[src/rtl/pwm_fade_ctrl_pkg.sv]
// Shared definitions for the PWM duty-cycle fade sequencer.
// Holds the state encoding, the mode constants, the duty width and a step helper.
package pwm_fade_ctrl_pkg;

    localparam int DUTY_W = 8;

    localparam logic MODE_SINGLE  = 1'b0;
    localparam logic MODE_BREATHE = 1'b1;

    localparam logic [2:0] ST_IDLE     = 3'd0;
    localparam logic [2:0] ST_UP       = 3'd1;
    localparam logic [2:0] ST_DOWN     = 3'd2;
    localparam logic [2:0] ST_HOLD_TOP = 3'd3;
    localparam logic [2:0] ST_HOLD_BOT = 3'd4;

    typedef enum logic [2:0] {
        S_IDLE     = ST_IDLE,
        S_UP       = ST_UP,
        S_DOWN     = ST_DOWN,
        S_HOLD_TOP = ST_HOLD_TOP,
        S_HOLD_BOT = ST_HOLD_BOT
    } state_t;

    // A step of zero would stall the ramp forever, so it runs as one.
    function automatic logic [DUTY_W-1:0] fix_step(input logic [DUTY_W-1:0] s);
        return (s == '0) ? DUTY_W'(1) : s;
    endfunction

endpackage

[src/rtl/pwm_fade_ctrl_tick.sv]
// fade_tick_gen: DIV-cycle prescaler producing a one-cycle step strobe.
// Ports: clk, rst (sync, high), i_run (count enable), i_clr (sync clear), o_tick.
module fade_tick_gen #(
    parameter int DIV = 10
) (
    input  logic clk,
    input  logic rst,
    input  logic i_run,
    input  logic i_clr,
    output logic o_tick
);

    if (DIV < 2) begin : g_bad_div
        $error("fade_tick_gen: DIV must be >= 2");
    end

    localparam int CW = (DIV < 2) ? 1 : $clog2(DIV);
    localparam logic [CW-1:0] LAST = CW'(DIV - 1);

    logic [CW-1:0] r_cnt;

    always_ff @(posedge clk) begin
        if (rst) begin
            r_cnt <= '0;
        end else if (i_clr) begin
            r_cnt <= '0;
        end else if (i_run) begin
            r_cnt <= (r_cnt == LAST) ? '0 : r_cnt + 1'b1;
        end
    end

    assign o_tick = i_run && !i_clr && (r_cnt == LAST);

endmodule

[src/rtl/pwm_fade_ctrl.sv]
// pwm_fade_ctrl: duty sequencer feeding the 8-bit PWM stage (single ramp / breathe).
// Ports: clk, rst, enable, start, stop, mode, target, stepSize, holdTicks -> dutyCycle, busy, done.
module pwm_fade_ctrl
    import pwm_fade_ctrl_pkg::*;
#(
    parameter int CLK_FREQ = 12000000,
    parameter int STEP_HZ  = 1000
) (
    input  logic              clk,
    input  logic              rst,
    input  logic              enable,
    input  logic              start,
    input  logic              stop,
    input  logic              mode,
    input  logic [DUTY_W-1:0] target,
    input  logic [DUTY_W-1:0] stepSize,
    input  logic [DUTY_W-1:0] holdTicks,
    output logic [DUTY_W-1:0] dutyCycle,
    output logic              busy,
    output logic              done
);

    localparam int DIV = CLK_FREQ / STEP_HZ;

    state_t            r_state, w_state;
    logic [DUTY_W-1:0] r_duty,  w_duty;
    logic [DUTY_W-1:0] r_tgt,   w_tgt;
    logic [DUTY_W-1:0] r_step,  w_step;
    logic [DUTY_W-1:0] r_hold,  w_hold;
    logic [DUTY_W-1:0] r_hcnt,  w_hcnt;
    logic              r_mode,  w_mode;
    logic              r_done,  w_done;

    logic              w_tick;
    logic              w_run;
    logic              w_accept;
    logic [DUTY_W:0]   w_sum;
    logic [DUTY_W:0]   w_dif;
    logic [DUTY_W-1:0] w_floor;
    logic              w_up_hit;
    logic              w_dn_hit;
    logic              w_hold_end;

    assign w_run    = enable && (r_state != S_IDLE);
    assign w_accept = enable && (r_state == S_IDLE) && start && !stop;

    fade_tick_gen #(
        .DIV (DIV)
    ) u_tick (
        .clk    (clk),
        .rst    (rst),
        .i_run  (w_run),
        .i_clr  (w_accept),
        .o_tick (w_tick)
    );

    // 9-bit arithmetic so the ramp saturates instead of wrapping.
    assign w_sum    = {1'b0, r_duty} + {1'b0, r_step};
    assign w_dif    = {1'b0, r_duty} - {1'b0, r_step};
    assign w_floor  = (r_mode == MODE_BREATHE) ? '0 : r_tgt;
    assign w_up_hit = w_sum >= {1'b0, r_tgt};
    assign w_dn_hit = w_dif[DUTY_W] || (w_dif[DUTY_W-1:0] <= w_floor);

    // A dwell ends on the tick that brings the count up to holdTicks.
    assign w_hold_end = ({1'b0, r_hcnt} + 9'd1) >= {1'b0, r_hold};

    always_comb begin
        w_state = r_state;
        w_duty  = r_duty;
        w_tgt   = r_tgt;
        w_step  = r_step;
        w_hold  = r_hold;
        w_hcnt  = r_hcnt;
        w_mode  = r_mode;
        w_done  = 1'b0;

        if (stop) begin
            w_state = S_IDLE;
        end else begin
            unique case (r_state)
                S_IDLE: begin
                    if (start) begin
                        w_mode = mode;
                        w_tgt  = target;
                        w_step = fix_step(stepSize);
                        w_hold = holdTicks;
                        w_hcnt = '0;
                        if (target > r_duty) begin
                            w_state = S_UP;
                        end else if (target < r_duty) begin
                            w_state = S_DOWN;
                        end else if (mode == MODE_BREATHE) begin
                            w_state = S_HOLD_TOP;
                        end else begin
                            w_done = 1'b1;
                        end
                    end
                end
                S_UP: begin
                    if (w_tick) begin
                        if (w_up_hit) begin
                            w_duty = r_tgt;
                            w_hcnt = '0;
                            if (r_mode == MODE_SINGLE) begin
                                w_state = S_IDLE;
                                w_done  = 1'b1;
                            end else if (r_hold == '0) begin
                                w_state = S_DOWN;
                            end else begin
                                w_state = S_HOLD_TOP;
                            end
                        end else begin
                            w_duty = w_sum[DUTY_W-1:0];
                        end
                    end
                end
                S_DOWN: begin
                    if (w_tick) begin
                        if (w_dn_hit) begin
                            w_duty = w_floor;
                            w_hcnt = '0;
                            if (r_mode == MODE_SINGLE) begin
                                w_state = S_IDLE;
                                w_done  = 1'b1;
                            end else if (r_hold == '0) begin
                                w_state = S_UP;
                            end else begin
                                w_state = S_HOLD_BOT;
                            end
                        end else begin
                            w_duty = w_dif[DUTY_W-1:0];
                        end
                    end
                end
                S_HOLD_TOP: begin
                    if (w_tick) begin
                        if (w_hold_end) begin
                            w_hcnt = '0;
                            // A zero top means there is nothing to ramp down.
                            w_state = (r_duty == '0) ? S_HOLD_BOT : S_DOWN;
                        end else begin
                            w_hcnt = r_hcnt + 1'b1;
                        end
                    end
                end
                S_HOLD_BOT: begin
                    if (w_tick) begin
                        if (w_hold_end) begin
                            w_hcnt = '0;
                            w_state = (r_tgt == '0) ? S_HOLD_TOP : S_UP;
                        end else begin
                            w_hcnt = r_hcnt + 1'b1;
                        end
                    end
                end
                default: begin
                    w_state = S_IDLE;
                end
            endcase
        end
    end

    always_ff @(posedge clk) begin
        if (rst) begin
            r_state <= S_IDLE;
            r_duty  <= '0;
            r_tgt   <= '0;
            r_step  <= DUTY_W'(1);
            r_hold  <= '0;
            r_hcnt  <= '0;
            r_mode  <= MODE_SINGLE;
            r_done  <= 1'b0;
        end else if (enable) begin
            r_state <= w_state;
            r_duty  <= w_duty;
            r_tgt   <= w_tgt;
            r_step  <= w_step;
            r_hold  <= w_hold;
            r_hcnt  <= w_hcnt;
            r_mode  <= w_mode;
            r_done  <= w_done;
        end
    end

    assign dutyCycle = r_duty;
    assign busy      = (r_state != S_IDLE);
    assign done      = r_done;

endmodule

[config.mk]
export PLATFORM = sky130hd
export DESIGN_NAME = pwm_fade_ctrl
export DESIGN_NICKNAME = d
export VERILOG_FILES = /design/src/rtl/pwm_fade_ctrl_pkg.sv /design/src/rtl/pwm_fade_ctrl_tick.sv /design/src/rtl/pwm_fade_ctrl.sv
export SDC_FILE = /design/constraint.sdc
export NUM_CORES = 1
export LEC_CHECK = 0
export ABC_CLOCK_PERIOD_IN_PS = 7700
export CAP_MARGIN = 0
export CORE_ASPECT_RATIO = 0.6
export CORE_UTILIZATION = 40
export CTS_CLUSTER_SIZE = 10
export DETAILED_ROUTE_END_ITERATION = 10
export PLACE_DENSITY = 0.66
export SYNTH_ARGS = -nofsm -noshare
export SYNTH_HDL_FRONTEND = slang
export SYNTH_SLANG_ARGS = --single-unit
[constraint.sdc]
create_clock -name clk -period 7.7 [get_ports clk]
set_input_delay 1.54 -clock clk [delete_from_list [all_inputs] [get_ports clk]]
set_output_delay 1.54 -clock clk [all_outputs]
set_load 0.05 [all_outputs]
==> flow_summary.json <==
{
  "grt_setup_unrepaired": "no",
  "clkSinkCount": 59,
  "area_delta_synth_final_pct": 18.34,
  "critPathMaxFanout": 14,
  "grt_usage_pct": 22.31,
  "routabilityCongestion": 0.8957,
  "antenna_cells": 0,
  "synth_edf_count": 0,
  "worstPathRequired_ns": 7.93,
  "routed_wl_microns": 11970,
  "start_kind": "flip-flop",
  "period_share_pct": 55.94,
  "synth_cell_types": 66,
  "cts_tree": "built",
  "status": "finished, final reports clean",
  "first_global_vias": 3723,
  "drive_above_1_share_pct": 4.833,
  "die_h_microns": 83.18,
  "hold_ws_ns": 0.4775,
  "design_area_sq_mm": 0.005199,
  "postCtsSetupRepairBufs": 0,
  "critPathSlowestCell": "dfxtp_1",
  "fin_nets": 677,
  "worstSetupPathType": "reg2reg",
  "antenna_found_initial": 0,
  "r2r-start": "dutyCycle[1]$_SDFFE_PP0P_",
  "fill_cells": 1009,
  "cpMostUsedCell": "ha_1",
  "clockRootBuffer": "clkbuf_16",
  "remaining_drc_errors": 0,
  "overflow": 0,
  "final_common_cell": "nand2_1",
  "via_count": 4141,
  "synth_nets": 646,
  "critPathCaptureType": "flip-flop",
  "startpoint": "dutyCycle[1]$_SDFFE_PP0P_",
  "ys_ff_latch": 59,
  "fin_setup_tns_ns": 0,
  "yosysSeqAreaShare_pct": 26.89,
  "insertion_delay_ns": 0.34,
  "clockBufferDepth": 2,
  "place_area_sq_mm": 0.004871,
  "final_cell_mix": "80 x nand2_1, 59 x dfxtp_1, 50 x ha_1",
  "r2r_slack_ns": 3.39,
  "via_per_inst": 5.604,
  "hp-class": "reg2reg",
  "path_cells": "ha_1, nand2b_1, a221oi_1, nor2_1, o21bai_1, xnor2_1, ha_1, nand3_1, nand2_1, a211oi_1, o211a_1, a221o_1, nor4b_1, a31o_1",
  "ir_worst_vdd_mv": 0.1317,
  "grt_max_degree": 35,
  "grt_pass1_wl_microns": 19540,
  "arrival_ns": 4.54,
  "die_w_microns": 137.3,
  "avgSynthCellArea_sq_um": 7.789,
  "cap_violations": 0,
  "start_util_pct": 41.32,
  "path_clk_slew_ns": 0.05,
  "power_w": 0.0008808,
  "drt_iter0_markers": 382,
  "critical-path-top-delay-family": "compound AO/OA/AOI/OAI gates",
  "num_io_pins": 40,
  "ant_nets": 0,
  "max_freq_ghz": 0.2322,
  "r2r_cells": 14,
  "slowest_delay_ns": 0.60,
  "worstReg2RegEnd": "r_hcnt[1]$_SDFFE_PP0P_",
  "syn_area_sq_mm": 0.004393,
  "core_sq_mm": 0.01063,
  "placementRows": 29,
  "hold_buffers": 0,
  "clock_skew_ns": 0.005386,
  "drt-wirelength-per-cell_microns": 16.20,
  "io_buffers": 39,
  "cts-htree-levels": 3,
  "syn_inst": 564,
  "yosysWarnings": 0,
  "dr.pass1.iters": 5,
  "path_buf_inv": 0,
  "max_slew_margin_pct": 30.28,
  "power.density_mw_per_mm2": 169.4,
  "cts_made_buffers": 9,
  "min_period_ns": 4.307,
  "cp.depth": 14,
  "finalSetupViolations": 0,
  "dieArea_sq_mm": 0.01142,
  "crit_path_end": "r_hcnt[1]$_SDFFE_PP0P_",
  "dp_hpwl_microns": 9284,
  "cts_resized": 0,
  "synth_ff_type": "dfxtp_1",
  "leakagePower_nw": 1.978,
  "hold_violations": 0,
  "async_reset_ff_share_pct": 0,
  "tightest_slew_ns": 1.043,
  "maxSlewViolCount": 0
}
==> cell type report <==
type / instances / area [sq um] / area share (%)
Clock inverter: 7 / 102.6 / 1.974
Multi-Input combinational cell: 437 / 2934 / 56.44
Clock buffer: 9 / 225.2 / 4.332
Sequential cell: 59 / 1181 / 22.72
Timing Repair Buffer: 41 / 405.4 / 7.798
Tap cell: 139 / 173.9 / 3.345
Inverter: 47 / 176.4 / 3.393
==> flip-flops by register name, summed over array words and instances, names as in the netlist <==
name and flops:
done 1, dutyCycle 8, r_hcnt 8, r_hold 8, r_mode 1, r_state 3, r_step 8, r_tgt 8
u_tick.r_cnt 14
==> cell families (layout without fill, tap and decap cells) <==
group	Yosys count	after routing	synth area share, %
simple gates	217	217	23.75
compound gates	129	129	19.77
buf+inv	68	104	6.323
flops	59	59	26.89
fa+ha+maj	52	52	15.15
xor+xnor	27	27	5.383
mux	12	12	2.734
==> routing by layer <==
layer / global-route usage [%] / wire length [microns]
met1: 34.74 / 6273
met2: 28.74 / 4565
met3: 6.654 / 1033
met4: 5.794 / 97
met5: 0 / 0
==> worst min-delay path by stage <==
stage,to,slack [ns],cells after the start,start
final,done$_SDFFE_PP0P_,0.48,2,done$_SDFFE_PP0P_
after global routing,r_step[5]$_SDFFE_PP0P_,0.50,2,r_step[5]$_SDFFE_PP0P_
after CTS,r_step[5]$_SDFFE_PP0P_,0.48,2,r_step[5]$_SDFFE_PP0P_
after detailed placement,r_tgt[6]$_SDFFE_PP0P_,0.47,2,r_tgt[6]$_SDFFE_PP0P_
after global placement,r_tgt[6]$_SDFFE_PP0P_,0.46,2,r_tgt[6]$_SDFFE_PP0P_
after floorplan,r_hold[3]$_SDFFE_PP0P_,0.45,2,r_hold[3]$_SDFFE_PP0P_
==> cells in the mapped netlist (3+ instances only) <==
cell type	instances	area (sq um)
o21a_1	4	30.03
o211ai_1	4	30.03
dfxtp_1	59	1181
a21oi_1	41	205.2
nand3_1	24	120.1
ha_1	50	625.6
nor2b_1	4	25.02
a31o_1	3	26.28
and3_1	3	18.77
nor2_1	42	157.7
buf_2	3	15.01
a221oi_1	3	26.28
a2bb2oi_1	7	61.31
a21o_1	6	45.04
nor4_1	8	50.05
mux2i_1	12	120.1
nand2b_1	13	81.33
xnor2_1	13	113.9
or3_1	5	31.28
o31ai_1	3	22.52
inv_1	46	172.7
xor2_1	14	122.6
a211oi_1	6	45.04
nand2_1	80	300.3
clkbuf_1	14	52.55
a31oi_1	3	18.77
o21ai_0	22	110.1
and2_1	3	18.77
nor3_1	14	70.07
nand4_1	9	56.30
==> worst reg2reg max path: cells and delay by family (launching register included) <==
kind	cells	cell delay, ns
compound gates	6	2.29
fa+ha+maj	2	0.62
flops	1	0.60
simple gates	5	0.51
xor+xnor	1	0.19
==> where the power goes <==
part / switching (W) / total (W) / internal (W)
sequential: 0.00000748 / 0.000318 / 0.000311
clock: 0.000156 / 0.000441 / 0.000285
combinational: 0.0000691 / 0.000122 / 0.0000524
total: 0.000233 / 0.000881 / 0.000648
==> metrics by stage <==
stage	setup slack, ns	cells	utilization (%)
global route	3.208	739	48.90
floorplan	3.899	564	-
finish	3.393	739	48.90
CTS	3.476	739	48.90
detailed placement	3.318	723	45.82
global placement	3.428	723	45.82
Note: power is estimated with default switching activity, not from simulation.
==> RTL change 1, RTL diff (same flow settings) <==
Change the package constant `DUTY_W` from 8 to 7.
--- a/src/rtl/pwm_fade_ctrl_pkg.sv
+++ b/src/rtl/pwm_fade_ctrl_pkg.sv
@@ -2,7 +2,7 @@
 // Holds the state encoding, the mode constants, the duty width and a step helper.
 package pwm_fade_ctrl_pkg;
 
-    localparam int DUTY_W = 8;
+    localparam int DUTY_W = 7;
 
     localparam logic MODE_SINGLE  = 1'b0;
     localparam logic MODE_BREATHE = 1'b1;
Interface: changed (resized dutyCycle, holdTicks, stepSize and target); port bits go from 40 to 36. No check against the original RTL was run, so the function may have changed too.
==> RTL change 1 against the original RTL <==
- largest power group is now sequential cells
- sequential cell count down 5
- fmax up 1.6%
- routed wire length down 5.9%
- worst setup slack better by 0.069 ns
- highest routed layer unchanged
- total power down 24%
- non-clock buffer count down 4
- synthesized area down 8.1%
- design area down 11%
==> RTL change 1: results (changes against the original RTL) <==
INFO  metric numCtsBuffers = 5 (-4)
INFO  metric endpoint = r_state[2]
INFO  metric cpMaxStageDelayCell = sky130_fd_sc_hd__or4_1
INFO  metric worst_r2r_startpoint = dutyCycle[0]
INFO  metric synth.yosys.seq_area_share = 0.268 (-0.00121)
INFO  metric timing.final.crit_period = 4.24 ns (-0.0689 ns)
INFO  metric outcome = finished, final reports clean
INFO  metric p_switching = 0.188 mW (-19%)
INFO  metric global_route.usage.met2 = 0.297 (+0.00993)
INFO  metric post_synth_most_frequent_cells = 75 x sky130_fd_sc_hd__nand2_1, 54 x sky130_fd_sc_hd__dfxtp_1, 44 x sky130_fd_sc_hd__ha_1
INFO  metric post_synth_fa_ha_maj_area_fraction = 0.146 (-0.00530)
INFO  metric viasPerCell = 5.57 (-0.53%)
INFO  metric grt_max_degree = 45 (+29%)
INFO  metric route.final.wire_length = 11.3 mm (-5.9%)
INFO  metric initialDrtViolationCount = 333 (-13%)
INFO  metric worst_clock_skew = 0.00637 ns (+0.000986 ns)
INFO  metric critical_path.max_fanout = 5 (-9)
INFO  metric first_global_vias = 3,398 (-8.7%)
INFO  metric r2r.worst_path.cells = 15 (+1)
INFO  metric power_leakage = 1.80 nW (-9.1%)
INFO  metric fraction_of_the_mapped_netlist_area_in_compound_gates = 0.191 (-0.00652)
INFO  metric gp_congestion = 0.937 (+4.6%)
INFO  metric final.fill_count = 910 (-9.8%)
INFO  metric synth.area.mux_share = 0.0130 (-0.0143)
INFO  metric synth.lib_cells_used.distinct = 67 (+1.5%)
INFO  metric clock_slew_at_reported_path_ffs = 0.08 ns (+0.03 ns)
INFO  metric pre_cts_ws = 3.32 ns (+0.0000200 ns)
INFO  metric worst_hold_start = r_step[5]
INFO  metric clkPwrFrac = 0.398 (-0.103)
INFO  metric relSlewSlack = 0.311 (+0.00808)
INFO  metric crit_arrival = 4.46 ns (-0.08 ns)
INFO  metric fraction_of_met3_tracks_used_by_global_routing = 0.0565 (-0.0100)
INFO  metric grt_pass1_wl = 18.1 mm (-7.2%)
INFO  metric worst_path_top_cell_family_by_delay = simple AND/OR/NAND/NOR gates
INFO  metric buffer_ports.inserted = 35 (-10%)
INFO  metric total_power = 0.671 mW (-24%)
INFO  metric synth_xor_area_frac = 0.0607 (+0.00689)
## RTL change 1: through the flow
| stage | instances | util | instance area (um2) | hold slack (ns) |
|---|---|---|---|---|
| global placement | 663 | 0.471 | 4470 | 0.464 |
| detailed placement | 663 | 0.471 | 4470 | 0.465 |
| global route | 671 | 0.489 | 4640 | 0.494 |
| CTS | 671 | 0.489 | 4640 | 0.476 |
| finish | 671 | 0.489 | 4640 | 0.482 |
| floorplan | 516 | - | 4040 | 0.449 |
## RTL change 1: routing by layer
layer | up-vias | routed length (um)
met5 | - | 0
met4 | 0 | 84
met2 | 126 | 4140
met1 | 1750 | 6240
li1 | 1857 | -
met3 | 7 | 800
## RTL change 1: area by class of cell
cell class              instances  area share
multi-input cells             396       0.580
flip-flops and latches         54       0.233
repair buffers                 37      0.0787
inverters                      46      0.0372
well taps                     130      0.0350
clock buffers                   5      0.0269
clock inverters                 3     0.00970
==> RTL change 2, RTL diff (same flow settings) <==
Without the edit above. One comparison of `r_cnt` changes from == to >=.
--- a/src/rtl/pwm_fade_ctrl_tick.sv
+++ b/src/rtl/pwm_fade_ctrl_tick.sv
@@ -25,7 +25,7 @@
         end else if (i_clr) begin
             r_cnt <= '0;
         end else if (i_run) begin
-            r_cnt <= (r_cnt == LAST) ? '0 : r_cnt + 1'b1;
+            r_cnt <= (r_cnt >= LAST) ? '0 : r_cnt + 1'b1;
         end
     end
 
Check against the original RTL: same outputs for any inputs over 4 cycles, from zero or initial values and one cycle with rst high; that may be too few to reach the edited logic, so the function may still have changed.
==> RTL change 2 against the original RTL <==
- the flow now finishes with violations (DRC)
- synthesized cell count increased by 3.0%
- sequential cell count unchanged
- design area increased by 1.3%
- synthesized area increased by 2.0%
- worst setup slack improved by 0.038 ns
- routed wire length increased by 3.0%
- total power decreased by 3.6%
- largest cell class unchanged
==> RTL change 2: results (changes against the original RTL) <==
INFO  metric synth_area_per_cell = 7.71 um2 (-0.99%)
INFO  metric cts_htree_levels = 3 (unchanged)
INFO  metric numCtsBuffers = 9 (unchanged)
INFO  metric grt_pass1_wl = 20.1 mm (+3.0%)
INFO  metric diodes = 0 (unchanged)
INFO  metric post-cts-setup-buffers = 0 (unchanged)
INFO  metric cpMaxStageDelayCell = sky130_fd_sc_hd__nand2_1
INFO  metric synth.lib_cells_used.distinct = 69 (+4.5%)
INFO  metric power_leakage = 2.09 nW (+5.9%)
INFO  metric route.final.wire_length = 12.3 mm (+3.0%)
INFO  metric post_synth_most_frequent_cells = 80 x sky130_fd_sc_hd__nand2_1, 59 x sky130_fd_sc_hd__dfxtp_1, 51 x sky130_fd_sc_hd__nor2_1
INFO  metric synth_warnings = 0 (unchanged)
INFO  metric synth_area_leaders = sky130_fd_sc_hd__dfxtp_1 26%, sky130_fd_sc_hd__ha_1 14%, sky130_fd_sc_hd__nand2_1 6.7%
INFO  metric final.fill_count = 1,052 (+4.3%)
INFO  metric gp_congestion = 0.889 (-0.80%)
INFO  metric grt_max_degree = 33 (-5.7%)
INFO  metric drc = 6 (+6)
INFO  metric track_usage = 0.220 (-0.00290)
INFO  metric violations = DRC
INFO  metric buffer_ports.inserted = 39 (unchanged)
INFO  metric place_inst = 740 (+2.4%)
INFO  metric relSlewSlack = 0.280 (-0.0225)
INFO  metric synth.yosys.seq_area_share = 0.264 (-0.00526)
INFO  metric dr.pass1.iters = 8 (+3)
INFO  metric final_nets = 694 (+2.5%)
INFO  metric syn-num-nets = 663 (+2.6%)
INFO  metric critical_path.max_stage_delay = 0.47 ns (-0.13 ns)
INFO  metric initialDrtViolationCount = 314 (-18%)
INFO  metric critical_path.max_fanout = 13 (-1)
INFO  metric outcome = finished, violations left
INFO  metric post_cts_resize_count = 0 (unchanged)
INFO  metric wl_per_cell = 16.3 um (+0.67%)
INFO  metric worstHoldPathType = flip-flop to flip-flop
INFO  metric clock_insertion_delay_worst_skew = about 0.33 ns
INFO  metric power.ir.vdd_worst = 0.137 mV (+3.9%)
INFO  metric antenna_found_initial = 0 (unchanged)
INFO  metric route.vias.total = 4,341 (+4.8%)
INFO  metric worst_path_top_cell_family_by_delay = compound AO/OA/AOI/OAI gates
INFO  metric layout_cells_sized_above_1 = 0.0454 (-0.00295)
INFO  metric first_global_vias = 4,052 (+8.8%)
INFO  metric hpwlAfterDp = 9.49 mm (+2.2%)
INFO  metric cts_max_path_buffers = 2 (unchanged)
INFO  metric post_synth_top_flop = sky130_fd_sc_hd__dfxtp_1
INFO  metric clock_slew_at_reported_path_ffs = 0.05 ns (about the same)
INFO  metric worst_clock_skew = 0.00578 ns (+0.000398 ns)
==> RTL change 2: cell types whose count changed in the layout (fill, tap and decap cells not counted), sizes merged, moves of 4 or more <==
cell / delta
a211oi: -5
a21oi: +4
a221o: +4
a2bb2oi: -6
a31oi: +4
and3: +9
clkbuf: +6
clkinv: -5
nand2b: -5
nor2: +9
nor2b: +6
or3: -5
==> RTL change 2: final cells by class <==
| cell class | instances | area (um2) | area share |
|---|---|---|---|
| inverter | 46 | 173 | 0.0328 |
| multi-input combinational | 455 | 3020 | 0.574 |
| clock buffer | 15 | 278 | 0.0528 |
| sequential | 59 | 1180 | 0.224 |
| tap | 139 | 174 | 0.0330 |
| timing repair buffer | 41 | 405 | 0.0770 |
| clock inverter | 1 | 30.0 | 0.00570 |
==> RTL change 2: stage by stage <==
stage          worst slack, ns  cell area [um2]
3_5_place_dp              3.28             4960
4_1_cts                   3.47             5260
5_1_grt                   3.10             5260
3_3_place_gp              3.36             4960
2_1_floorplan             4.06             4480
6_report                  3.43             5260
==> RTL change 2: per-layer routing <==
layer	GRT usage	up-vias	share of wire
li1	-	2125	-
met1	0.321	2036	0.52
met2	0.309	169	0.39
met3	0.0625	11	0.079
met4	0.0626	0	0.0078
met5	0	-	0
==> RTL change 2: path summary, 6_finish.rpt <==
| kind | slack (ns) | cells after the start | start | end |
|---|---|---|---|---|
| setup / recovery | 3.43 | 12 | dutyCycle[2] | r_hcnt[4] |
| hold / removal | 0.47 | 2 | r_hold[7] | r_hold[7] |
| setup reg to reg | 3.43 | 12 | dutyCycle[2] | r_hcnt[4] |
| hold reg to reg | 0.47 | 2 | r_hold[7] | r_hold[7] |
==> RTL change 2: worst min-delay path, delay by kind of cell, from the launching register on <==
family / cells / cell delay (ns)
compound gates: 1 / 0.05
flops: 1 / 0.31
simple gates: 1 / 0.06
==> RTL change 2: kinds of logic after synthesis <==
kind of cell    after synthesis  share of synthesized area
xor+xnor                     28                     0.0547
buf+inv                      67                     0.0617
mux                          13                     0.0299
fa+ha+maj                    52                      0.149
compound gates              127                      0.183
flops                        59                      0.264
simple gates                235                      0.258
==> RTL change 2: report_power, final <==
group	leakage (nW)	total (mW)	internal [mW]	switching [mW]
sequential	0.477	0.319	0.311	0.00775
combinational	1.47	0.116	0.0497	0.0663
clock	0.150	0.414	0.277	0.137
total	2.09	0.849	0.638	0.211
